<file path="src/rtl/mem_unit_pkg.sv">
// Shared types for the memory-stage load/store unit: width codes, FSM states, latched request.
package mem_unit_pkg;

  localparam int DATA_W = 32;
  localparam int TAG_W  = 3;

  localparam logic [TAG_W-1:0] TAG_NONE = 3'd0;

  localparam logic [1:0] W_BYTE = 2'd0;
  localparam logic [1:0] W_HALF = 2'd1;
  localparam logic [1:0] W_WORD = 2'd2;

  typedef enum logic [1:0] {IDLE, RD, WR, DONE} state_t;

  typedef struct packed {
    logic [1:0]        width;
    logic              sgn;
    logic [DATA_W-1:0] wdata;
    logic [TAG_W-1:0]  num;
  } req_t;

  // Width code 3 falls through to a full word.
  function automatic logic [2:0] xfer_bytes(input logic [1:0] width);
    case (width)
      W_BYTE:  return 3'd1;
      W_HALF:  return 3'd2;
      default: return 3'd4;
    endcase
  endfunction

endpackage

</file>
<file path="src/rtl/mem_unit_if.sv">
// Issue-side request bundle of the load/store unit; ready is combinational from the unit.
interface mem_unit_if;
  import mem_unit_pkg::*;

  logic              req_valid;
  logic              req_ready;
  logic              req_we;
  logic [1:0]        req_width;
  logic              req_signed;
  logic [31:0]       req_addr;
  logic [DATA_W-1:0] req_wdata;
  logic [TAG_W-1:0]  req_num;

  modport master (
    output req_valid, req_we, req_width, req_signed, req_addr, req_wdata, req_num,
    input  req_ready
  );

  modport slave (
    input  req_valid, req_we, req_width, req_signed, req_addr, req_wdata, req_num,
    output req_ready
  );

endinterface

</file>
<file path="src/rtl/mem_unit_load_extend.sv">
// Sign/zero extension of assembled little-endian load bytes; purely combinational, no flow control.
module load_extend
  import mem_unit_pkg::*;
(
  input  logic [DATA_W-1:0] lanes,
  input  logic [1:0]        width,
  input  logic              sgn,
  output logic [DATA_W-1:0] value
);

  always_comb begin
    value = lanes;
    case (width)
      W_BYTE:  value = {{24{sgn & lanes[7]}}, lanes[7:0]};
      W_HALF:  value = {{16{sgn & lanes[15]}}, lanes[15:0]};
      default: value = lanes;
    endcase
  end

endmodule

</file>
<file path="src/rtl/mem_unit.sv">
// Byte-serial load/store unit: one request at a time, LB/LH/LW = 3/4/6 cycles, stores N+1; pause freezes it.
// MEM_UNIT_MISALIGN_EN: misaligned half/word completes in one cycle with misalign_out instead of RAM traffic.
module mem_unit
  import mem_unit_pkg::*;
(
  input  logic              clk,
  input  logic              rst,
  input  logic              pause,
  mem_unit_if.slave         req_if,
  input  logic [7:0]        mem_din,
  output logic [7:0]        mem_dout,
  output logic [31:0]       mem_a,
  output logic              mem_wr,
  output logic [DATA_W-1:0] data_out,
  output logic [TAG_W-1:0]  num_out
`ifdef MEM_UNIT_MISALIGN_EN
  ,
  output logic              misalign_out
`endif
);

  state_t            state, state_nxt;
  req_t              op;
  logic [2:0]        cnt;
  logic              pend;
  logic [1:0]        pend_idx;
  logic [DATA_W-1:0] lanes, lanes_nxt, ld_val;
  logic [2:0]        n_bytes;
  logic [1:0]        nxt_lane;
  logic              accept;

  assign req_if.req_ready = (state == IDLE) & ~pause;
  assign accept           = req_if.req_valid & req_if.req_ready;
  assign n_bytes          = xfer_bytes(op.width);
  assign nxt_lane         = cnt[1:0] + 2'd1;
  assign mem_wr           = (state == WR) & ~pause;

`ifdef MEM_UNIT_MISALIGN_EN
  logic misalign;
  assign misalign = (req_if.req_width == W_HALF) ? req_if.req_addr[0]
                  : (req_if.req_width != W_BYTE) && (req_if.req_addr[1:0] != 2'b00);
`endif

  // A byte addressed in a live cycle lands on mem_din one cycle later and is taken even if paused.
  always_comb begin
    lanes_nxt = lanes;
    if (pend) lanes_nxt[{pend_idx, 3'b000} +: 8] = mem_din;
  end

  load_extend u_ext (
    .lanes (lanes_nxt),
    .width (op.width),
    .sgn   (op.sgn),
    .value (ld_val)
  );

  always_ff @(posedge clk or posedge rst) begin
    if (rst) state <= IDLE;
    else     state <= state_nxt;
  end

  always_comb begin
    state_nxt = state;
    case (state)
      IDLE: if (accept) begin
`ifdef MEM_UNIT_MISALIGN_EN
        if (misalign) state_nxt = DONE; else
`endif
        state_nxt = req_if.req_we ? WR : RD;
      end
      RD:      if (!pause && cnt == n_bytes) state_nxt = DONE;
      WR:      if (!pause && cnt == n_bytes - 3'd1) state_nxt = DONE;
      DONE:    if (!pause) state_nxt = IDLE;
      default: state_nxt = IDLE;
    endcase
  end

  always_ff @(posedge clk or posedge rst) begin
    if (rst) begin
      op       <= '0;
      cnt      <= '0;
      pend     <= 1'b0;
      pend_idx <= '0;
      lanes    <= '0;
      mem_a    <= '0;
      mem_dout <= '0;
      data_out <= '0;
      num_out  <= TAG_NONE;
`ifdef MEM_UNIT_MISALIGN_EN
      misalign_out <= 1'b0;
`endif
    end else begin
      lanes <= lanes_nxt;
      pend  <= 1'b0;
      case (state)
        IDLE: if (accept) begin
          op  <= '{width: req_if.req_width, sgn: req_if.req_signed,
                   wdata: req_if.req_wdata, num: req_if.req_num};
          cnt <= '0;
`ifdef MEM_UNIT_MISALIGN_EN
          misalign_out <= misalign;
          if (misalign) begin
            data_out <= '0;
            num_out  <= req_if.req_num;
          end else
`endif
          begin
            mem_a    <= req_if.req_addr;
            mem_dout <= req_if.req_wdata[7:0];
          end
        end
        RD: if (!pause) begin
          if (cnt != n_bytes) begin
            pend     <= 1'b1;
            pend_idx <= cnt[1:0];
            cnt      <= cnt + 3'd1;
            if (cnt + 3'd1 < n_bytes) mem_a <= mem_a + 32'd1;
          end else begin
            data_out <= ld_val;
            num_out  <= op.num;
          end
        end
        WR: if (!pause) begin
          if (cnt == n_bytes - 3'd1) begin
            data_out <= '0;
            num_out  <= op.num;
          end else begin
            cnt      <= cnt + 3'd1;
            mem_a    <= mem_a + 32'd1;
            mem_dout <= op.wdata[{nxt_lane, 3'b000} +: 8];
          end
        end
        DONE: if (!pause) begin
          data_out <= '0;
          num_out  <= TAG_NONE;
`ifdef MEM_UNIT_MISALIGN_EN
          misalign_out <= 1'b0;
`endif
        end
        default: ;
      endcase
    end
  end

endmodule

</file>
<file path="src/flat_wrapper.sv">
// flat-port wrapper written by rule: the top's interface ports become plain ports
module mem_unit_flat import mem_unit_pkg::*;
  (clk, rst, pause, mem_din, mem_dout, mem_a, mem_wr, data_out, num_out, req_if_req_valid, req_if_req_we, req_if_req_width, req_if_req_signed, req_if_req_addr, req_if_req_wdata, req_if_req_num, req_if_req_ready);
  mem_unit_if req_if_i ();
  input  logic clk;
  input  logic rst;
  input  logic pause;
  input  logic [7:0] mem_din;
  output logic [7:0] mem_dout;
  output logic [31:0] mem_a;
  output logic mem_wr;
  output logic [DATA_W-1:0] data_out;
  output logic [TAG_W-1:0] num_out;
  input wire logic [$bits(req_if_i.req_valid)-1:0] req_if_req_valid;
  input wire logic [$bits(req_if_i.req_we)-1:0] req_if_req_we;
  input wire logic [$bits(req_if_i.req_width)-1:0] req_if_req_width;
  input wire logic [$bits(req_if_i.req_signed)-1:0] req_if_req_signed;
  input wire logic [$bits(req_if_i.req_addr)-1:0] req_if_req_addr;
  input wire logic [$bits(req_if_i.req_wdata)-1:0] req_if_req_wdata;
  input wire logic [$bits(req_if_i.req_num)-1:0] req_if_req_num;
  output wire logic [$bits(req_if_i.req_ready)-1:0] req_if_req_ready;
  assign req_if_i.req_valid = req_if_req_valid;
  assign req_if_i.req_we = req_if_req_we;
  assign req_if_i.req_width = req_if_req_width;
  assign req_if_i.req_signed = req_if_req_signed;
  assign req_if_i.req_addr = req_if_req_addr;
  assign req_if_i.req_wdata = req_if_req_wdata;
  assign req_if_i.req_num = req_if_req_num;
  assign req_if_req_ready = req_if_i.req_ready;
  mem_unit u_core (.clk(clk), .rst(rst), .pause(pause), .req_if(req_if_i), .mem_din(mem_din), .mem_dout(mem_dout), .mem_a(mem_a), .mem_wr(mem_wr), .data_out(data_out), .num_out(num_out));
endmodule
</file>
<file path="config.mk">
export PLATFORM = sky130hd
export DESIGN_NAME = mem_unit_flat
export DESIGN_NICKNAME = d
export VERILOG_FILES = /design/src/rtl/mem_unit_pkg.sv /design/src/rtl/mem_unit_if.sv /design/src/rtl/mem_unit_load_extend.sv /design/src/rtl/mem_unit.sv /design/src/flat_wrapper.sv
export SDC_FILE = /design/constraint.sdc
export NUM_CORES = 1
export LEC_CHECK = 0
export ABC_AREA = 1
export BUFFER_PORTS_ARGS = -buffer_cell sky130_fd_sc_hd__buf_2
export CORE_ASPECT_RATIO = 0.8
export CORE_MARGIN = 10
export CORE_UTILIZATION = 45
export CTS_CLUSTER_SIZE = 24
export DETAILED_ROUTE_END_ITERATION = 8
export PLACE_DENSITY = 0.67
export RECOVER_POWER = 100
export SLEW_MARGIN = 20
export SYNTH_ARGS = -nofsm -noshare
export SYNTH_HDL_FRONTEND = slang
export SYNTH_SLANG_ARGS = --single-unit
</file>
<file path="constraint.sdc">
create_clock -name clk -period 13.65 [get_ports clk]
set_input_delay 0.6825 -clock clk [delete_from_list [all_inputs] [get_ports clk]]
set_output_delay 0.6825 -clock clk [all_outputs]
set_load 0.02 [all_outputs]
</file>
# Word level (Yosys, flattened, before mapping)
# Index checks and enable logic that the tools add are counted.
# Widths: inputs -> output; s select.
[totals] regBits=153 latch_bits=0 ramBits=0 romBits=0 in_bits=83 output_inout_bits=77 elab_cells=103 memories=0
[classes] n_addsub=5 mul=0 n_div=0 magnitude_cmp=1 eq_ne=18 n_shift=3 muxes=42 bitwise_logic=6 reduce_logical=15
[ops] cell="$mux 32" n=12
[ops] cell="$pmux 32 s3" n=2
[ops] cell="$pmux 32 s2" n=1
[ops] cell="$add 32x1->32 const B" n=1
[ops] cell="$bwmux 32" n=1
[ops] cell="$shift 8x7->32 const A" n=1
[ops] cell="$shiftx 32x6->8" n=1
[ops] cell="$shiftx 8x7->32" n=1
[ops] cell="$mux 3" n=10
[ops] cell="$mux 8" n=3
[ops] cell="$pmux 3 s3" n=2
[ops] cell="$pmux 8 s2" n=1
[ops] cell="$ne 2x2->1 const B" n=7
[ops] cell="$reduce_and 6->1" n=2
[ops] cell="$mux 2" n=5
[ops] cell="$ne 2x1->1 const B" n=4
[ops] cell="$pmux 2 s4" n=1
[ops] cell="$reduce_and 4->1" n=2
[ops] cell="$neg 5->7" n=1
[ops] cell="$reduce_and 7->1" n=1
[ops] cell="$eq 3x3->1" n=2
[ops] cell="$pmux 3 s2" n=1
[ops] cell="$reduce_bool 3->1" n=2
[ops] cell="$and 1x1->1" n=5
[ops] cell="other kinds (15)" n=21

# Logic depth before layout (Yosys ltp)
[depth] word_depth=9 ltp_mapped=14 ltp_nobuf=12

# Hierarchy
# From an unflattened synthesis, not the netlist that was laid out.
[hier_totals] hier_cells=1127 hier_area_um2=8294.2
[modules_own_cells] module="mem_unit" instances=1 cells_each=1055 area_each_um2=7827.5 seq_area_each_um2=3828.7
[modules_own_cells] module="load_extend" instances=1 cells_each=72 area_each_um2=466.7 seq_area_each_um2=0.0

# Worst setup path after synthesis
# Ideal clock, no wire load.
[synth_timing] path_kind="reg-to-reg" start="register u_core.op[37] (netlist bit)" end="register u_core.num_out[0]" setup_ns=0.121 arrival_ns=2.022 t_required_ns=13.529 setup_slack_ns=11.507 stages_incl_launch_ff=14 n_path_buf=2 synth_period_minus_slack_ns=2.143 path_cell_list="dfrtp_1 > buf_6 > nor2_2 > inv_1 > ha_1 > nand2_1 > nand2_1 > nor2_1 > nand2_2 > nand2_4 > nand3_4 > buf_2 > nand2_1 > o21ai_1"
[synth_between] elab_chain_cells=6 word_cells_on_any_way=9 cone_classes="add/sub (1); eq/ne (5); mux (1); reduce/logical (2)"
[synth_lines] item="start: declaration" line_no="mem_unit.sv:23" rtl="req_t op;"
[synth_lines] item="start signal: assignment" line_no="mem_unit.sv:97" rtl="op <= '{width: req_if.req_width, sgn: req_if.req_signed,"
[synth_lines] item="$eq 2x1->1 or $logic_not 2->1 (tied branches)" line_no="mem_unit_pkg.sv:24" rtl="case (width)"
[synth_lines] item="$pmux 3 s2 *" line_no="mem_unit_pkg.sv:24"
[synth_lines] item="$sub 3x1->3" line_no="mem_unit.sv:124" rtl="if (cnt == n_bytes - 3'd1) begin"
[synth_lines] item="$eq 3x3->1" line_no="mem_unit.sv:124"
[synth_lines] item="$ne 2x2->1 (no source line)"
[synth_lines] item="$reduce_and 6->1 (no source line) *"
[synth_lines] item="end signal: assignment" line_no="mem_unit.sv:120" rtl="num_out <= op.num;"
[synth_lines] item="end signal: assignment" line_no="mem_unit.sv:126" rtl="num_out <= op.num;"
[synth_lines] item="end: declaration" line_no="mem_unit.sv:15" rtl="output logic [TAG_W-1:0] num_out"
# Every way passes the cells marked *; elsewhere a longest branch is shown, timed or not.
# A chain may end at the register's enable or synchronous reset.

==> flow_metrics.tcl <==
set metrics [dict create \
    seq_area_frac_synth_pct 46.6 \
    synth_largest_area_cell "dfrtp_1" \
    place_congestion 0.923 \
    crit_chain "buf_2 -> clkinvlp_2 -> clkbuf_1" \
    start_kind "primary input" \
    overflow 0 \
    internal_power_uw 1320 \
    htree_levels 4 \
    tightest_slew_ns 4.30 \
    final_nets 1311 \
    avgSynthCellArea_um2 7.71 \
    fmax_mhz 158 \
    p_sw_share_pct 47.6 \
    cts_resized 0 \
    clkSinkCount 153 \
    timing.final.crit_share_pct 46.3 \
    pwr-share-comb_pct 47.4 \
    drv_cap 5 \
    finalWorstSetupSlack_ns 7.34 \
    synth-main-ff-cell "dfrtp_1" \
    fillers 1808 \
    p_sw_uw 1200 \
    ioPinCount 160 \
    power_per_cell_area_nw_per_um2 265 \
    grt_pass1_wl_um 37400 \
    grt_max_degree 83 \
    synth_area_um2 8220 \
    insertedDiodeCount 0 \
    outcome "finished with violations" \
    clk_latency_ns 0.43 \
    violations "capacitance limit, slew limit" \
    slowest_stage "clkbuf_1" \
    wirelength_met1_um 11400 \
    hpwl_um 16900 \
    grt_pass1_vias 6926 \
    clock_tree.buffer_depth 2 \
    rsz0062_at_grt "no" \
    finClkSkew_ns 0.00961 \
    drt_iter0_drc 697 \
    ir_drop_mv 0.128 \
    final_common_cell "nand2_1" \
    finalSetupViolations 0 \
    holdBufCountCts 0 \
    die-area_um2 24100 \
    end_kind "async pin" \
    top_layer_used "met4" \
    via_count 7415 \
    cts_root_buffer "clkbuf_16" \
    worstPathArrival_ns 5.83 \
    async_flop_share_pct 100 \
    crit_type "in2async" \
    ant_nets 0 \
    grt_antenna_before_repair 0 \
    seqPwrFrac_pct 34.0 \
    layout_common_cells "nand2_1, dfrtp_1, nand3_1, nor2_1, buf_2" \
    die_y_um 141 \
    drive_gt1_share_pct 15.1 \
    clkTransAtPathRegs_ns 0.06 \
    fin_tns_setup_ns 0 \
    start_util_pct 45.5 \
    synth_nets 1164 \
    ys_warn_count 0 \
    met2_length_um 9530 \
    holdWs_ns 0.474 \
    cts_tree "done" \
    clockPowerShare_pct 18.6 \
    syn_inst 1065 \
    slew_headroom_pct -187 \
    leakagePower_uw 0.00476 \
    worst-path-max-fanout 82 \
    drc 0 \
    synth-seq-cells 153 \
    portBuffers 159 \
    post_cts.repair.setup_buffers 0 \
    cp_slowest_stage_delay_ns 3.13 \
    synthTopCellsByArea "dfrtp_1, nand2_1, nand3_1" \
    dr_wl_met3_um 2010 \
    synth_top_area_share_pct 46.6 \
    hold_violations 0 \
    fin_crit_ns 6.31 \
    worstPathRequired_ns 13.17 \
    core_um2 18100 \
    ys_types 36 \
    worstHoldPathType "reg2reg" \
    vias_per_cell 5.10 \
    first_pass_iters 6 \
    post-place-ws_ns 10.55 \
    report.final.slew_viol_count 292 \
    routed_wl_um 23100 \
    cts-buffers-inserted 17 \
    rows 44 \
    grt.total_usage_pct 19.2 \
    die_w_um 171 \
    area_growth_pct 15.9 \
    synth-edff-count 0 \
    wl_per_cell_um 15.9 \
]
[per-layer routing]
metal	vias up	global-route usage, %
met2	231	26.5
met3	16	5.05
li1	3705	-
met4	0	5.07
met1	3463	28.8
met5	-	0
[layout make-up]
| cell class | count | area, um^2 | share of cell area [%] |
|---|---|---|---|
| multi-input combinational | 796 | 3790 | 39.8 |
| clock inverter | 15 | 159 | 1.67 |
| sequential | 153 | 3830 | 40.2 |
| clock buffer | 17 | 425 | 4.47 |
| tap | 230 | 288 | 3.02 |
| timing repair buffer | 162 | 714 | 7.50 |
| inverter | 82 | 319 | 3.35 |
[kinds of logic (layout without fill, tap and decap cells)]
group | count (synthesis) | count (layout) | synth area share (%)
compound gates | 107 | 107 | 6.91
xor+xnor | 1 | 1 | 0.107
fa+ha+maj | 16 | 16 | 2.44
buf+inv | 116 | 276 | 6.47
flops | 153 | 153 | 46.6
mux | 29 | 29 | 3.97
simple gates | 643 | 643 | 33.5
[flip-flops by register name (all words and copies together) (netlist names)]
| register | cells |
|---|---|
| u_core.op | 38 |
| u_core.data_out | 32 |
| u_core.lanes | 32 |
| u_core.mem_a | 32 |
| u_core.mem_dout | 8 |
| u_core.cnt | 3 |
| u_core.num_out | 3 |
| u_core.pend_idx | 2 |
| u_core.state | 2 |
| u_core.pend | 1 |
[path summary, 6_finish.rpt]
kind                                       startpoint                              end  slack [ns]  cells past startpoint
setup / recovery                                  rst  u_core.data_out[12]$_DFFE_PP0P_        7.34                      3
hold / removal             u_core.lanes[30]$_DFF_PP0_       u_core.lanes[30]$_DFF_PP0_        0.47                      2
setup reg to reg            u_core.op[37]$_DFFE_PP0P_      u_core.mem_a[0]$_DFFE_PP0P_        9.05                     10
hold reg to reg            u_core.lanes[30]$_DFF_PP0_       u_core.lanes[30]$_DFF_PP0_        0.47                      2
max in group clk            u_core.op[37]$_DFFE_PP0P_      u_core.mem_a[0]$_DFFE_PP0P_        9.05                     10
min in group asynchronous                         rst     u_core.mem_a[20]$_DFFE_PP0P_        1.17                      2
[power groups by stage]
stage               Sequential (uW)  Combinational [uW]  Clock [uW]
CTS                             850                1250         476
global placement                852                1220           0
global route                    886                1360         496
floorplan                       927                 843           0
detailed placement              857                1250           0
finish                          857                1200         469
[critical path, delay by kind of cell]
family / cells / cell delay [ns]
buffers and inverters: 3 / 5.03
[through the flow]
stage	instance area [um^2]	utilization, %	power [uW]	cells
global route	9520	52.7	2740	1455
detailed placement	9110	50.5	2100	1423
finish	9520	52.7	2520	1455
global placement	9110	50.5	2070	1423
CTS	9700	53.7	2580	1455
floorplan	8220	-	1770	1065
[Yosys cell counts (2+ instances only)]
library cell,number
a21oi_1,13
a31oi_1,9
buf_2,15
buf_6,7
clkbuf_1,10
clkinv_1,2
dfrtp_1,153
ha_1,16
inv_1,76
inv_2,2
mux2_2,29
nand2_1,403
nand2_2,8
nand3_1,100
nand3_2,5
nand3_4,2
nand3b_1,2
nand4_1,6
nor2_1,82
nor2_2,4
nor2_4,4
o211ai_1,2
o21ai_0,68
o21ai_1,10
o21bai_1,2
or2_2,25
Power figures use the tool's default switching activity.
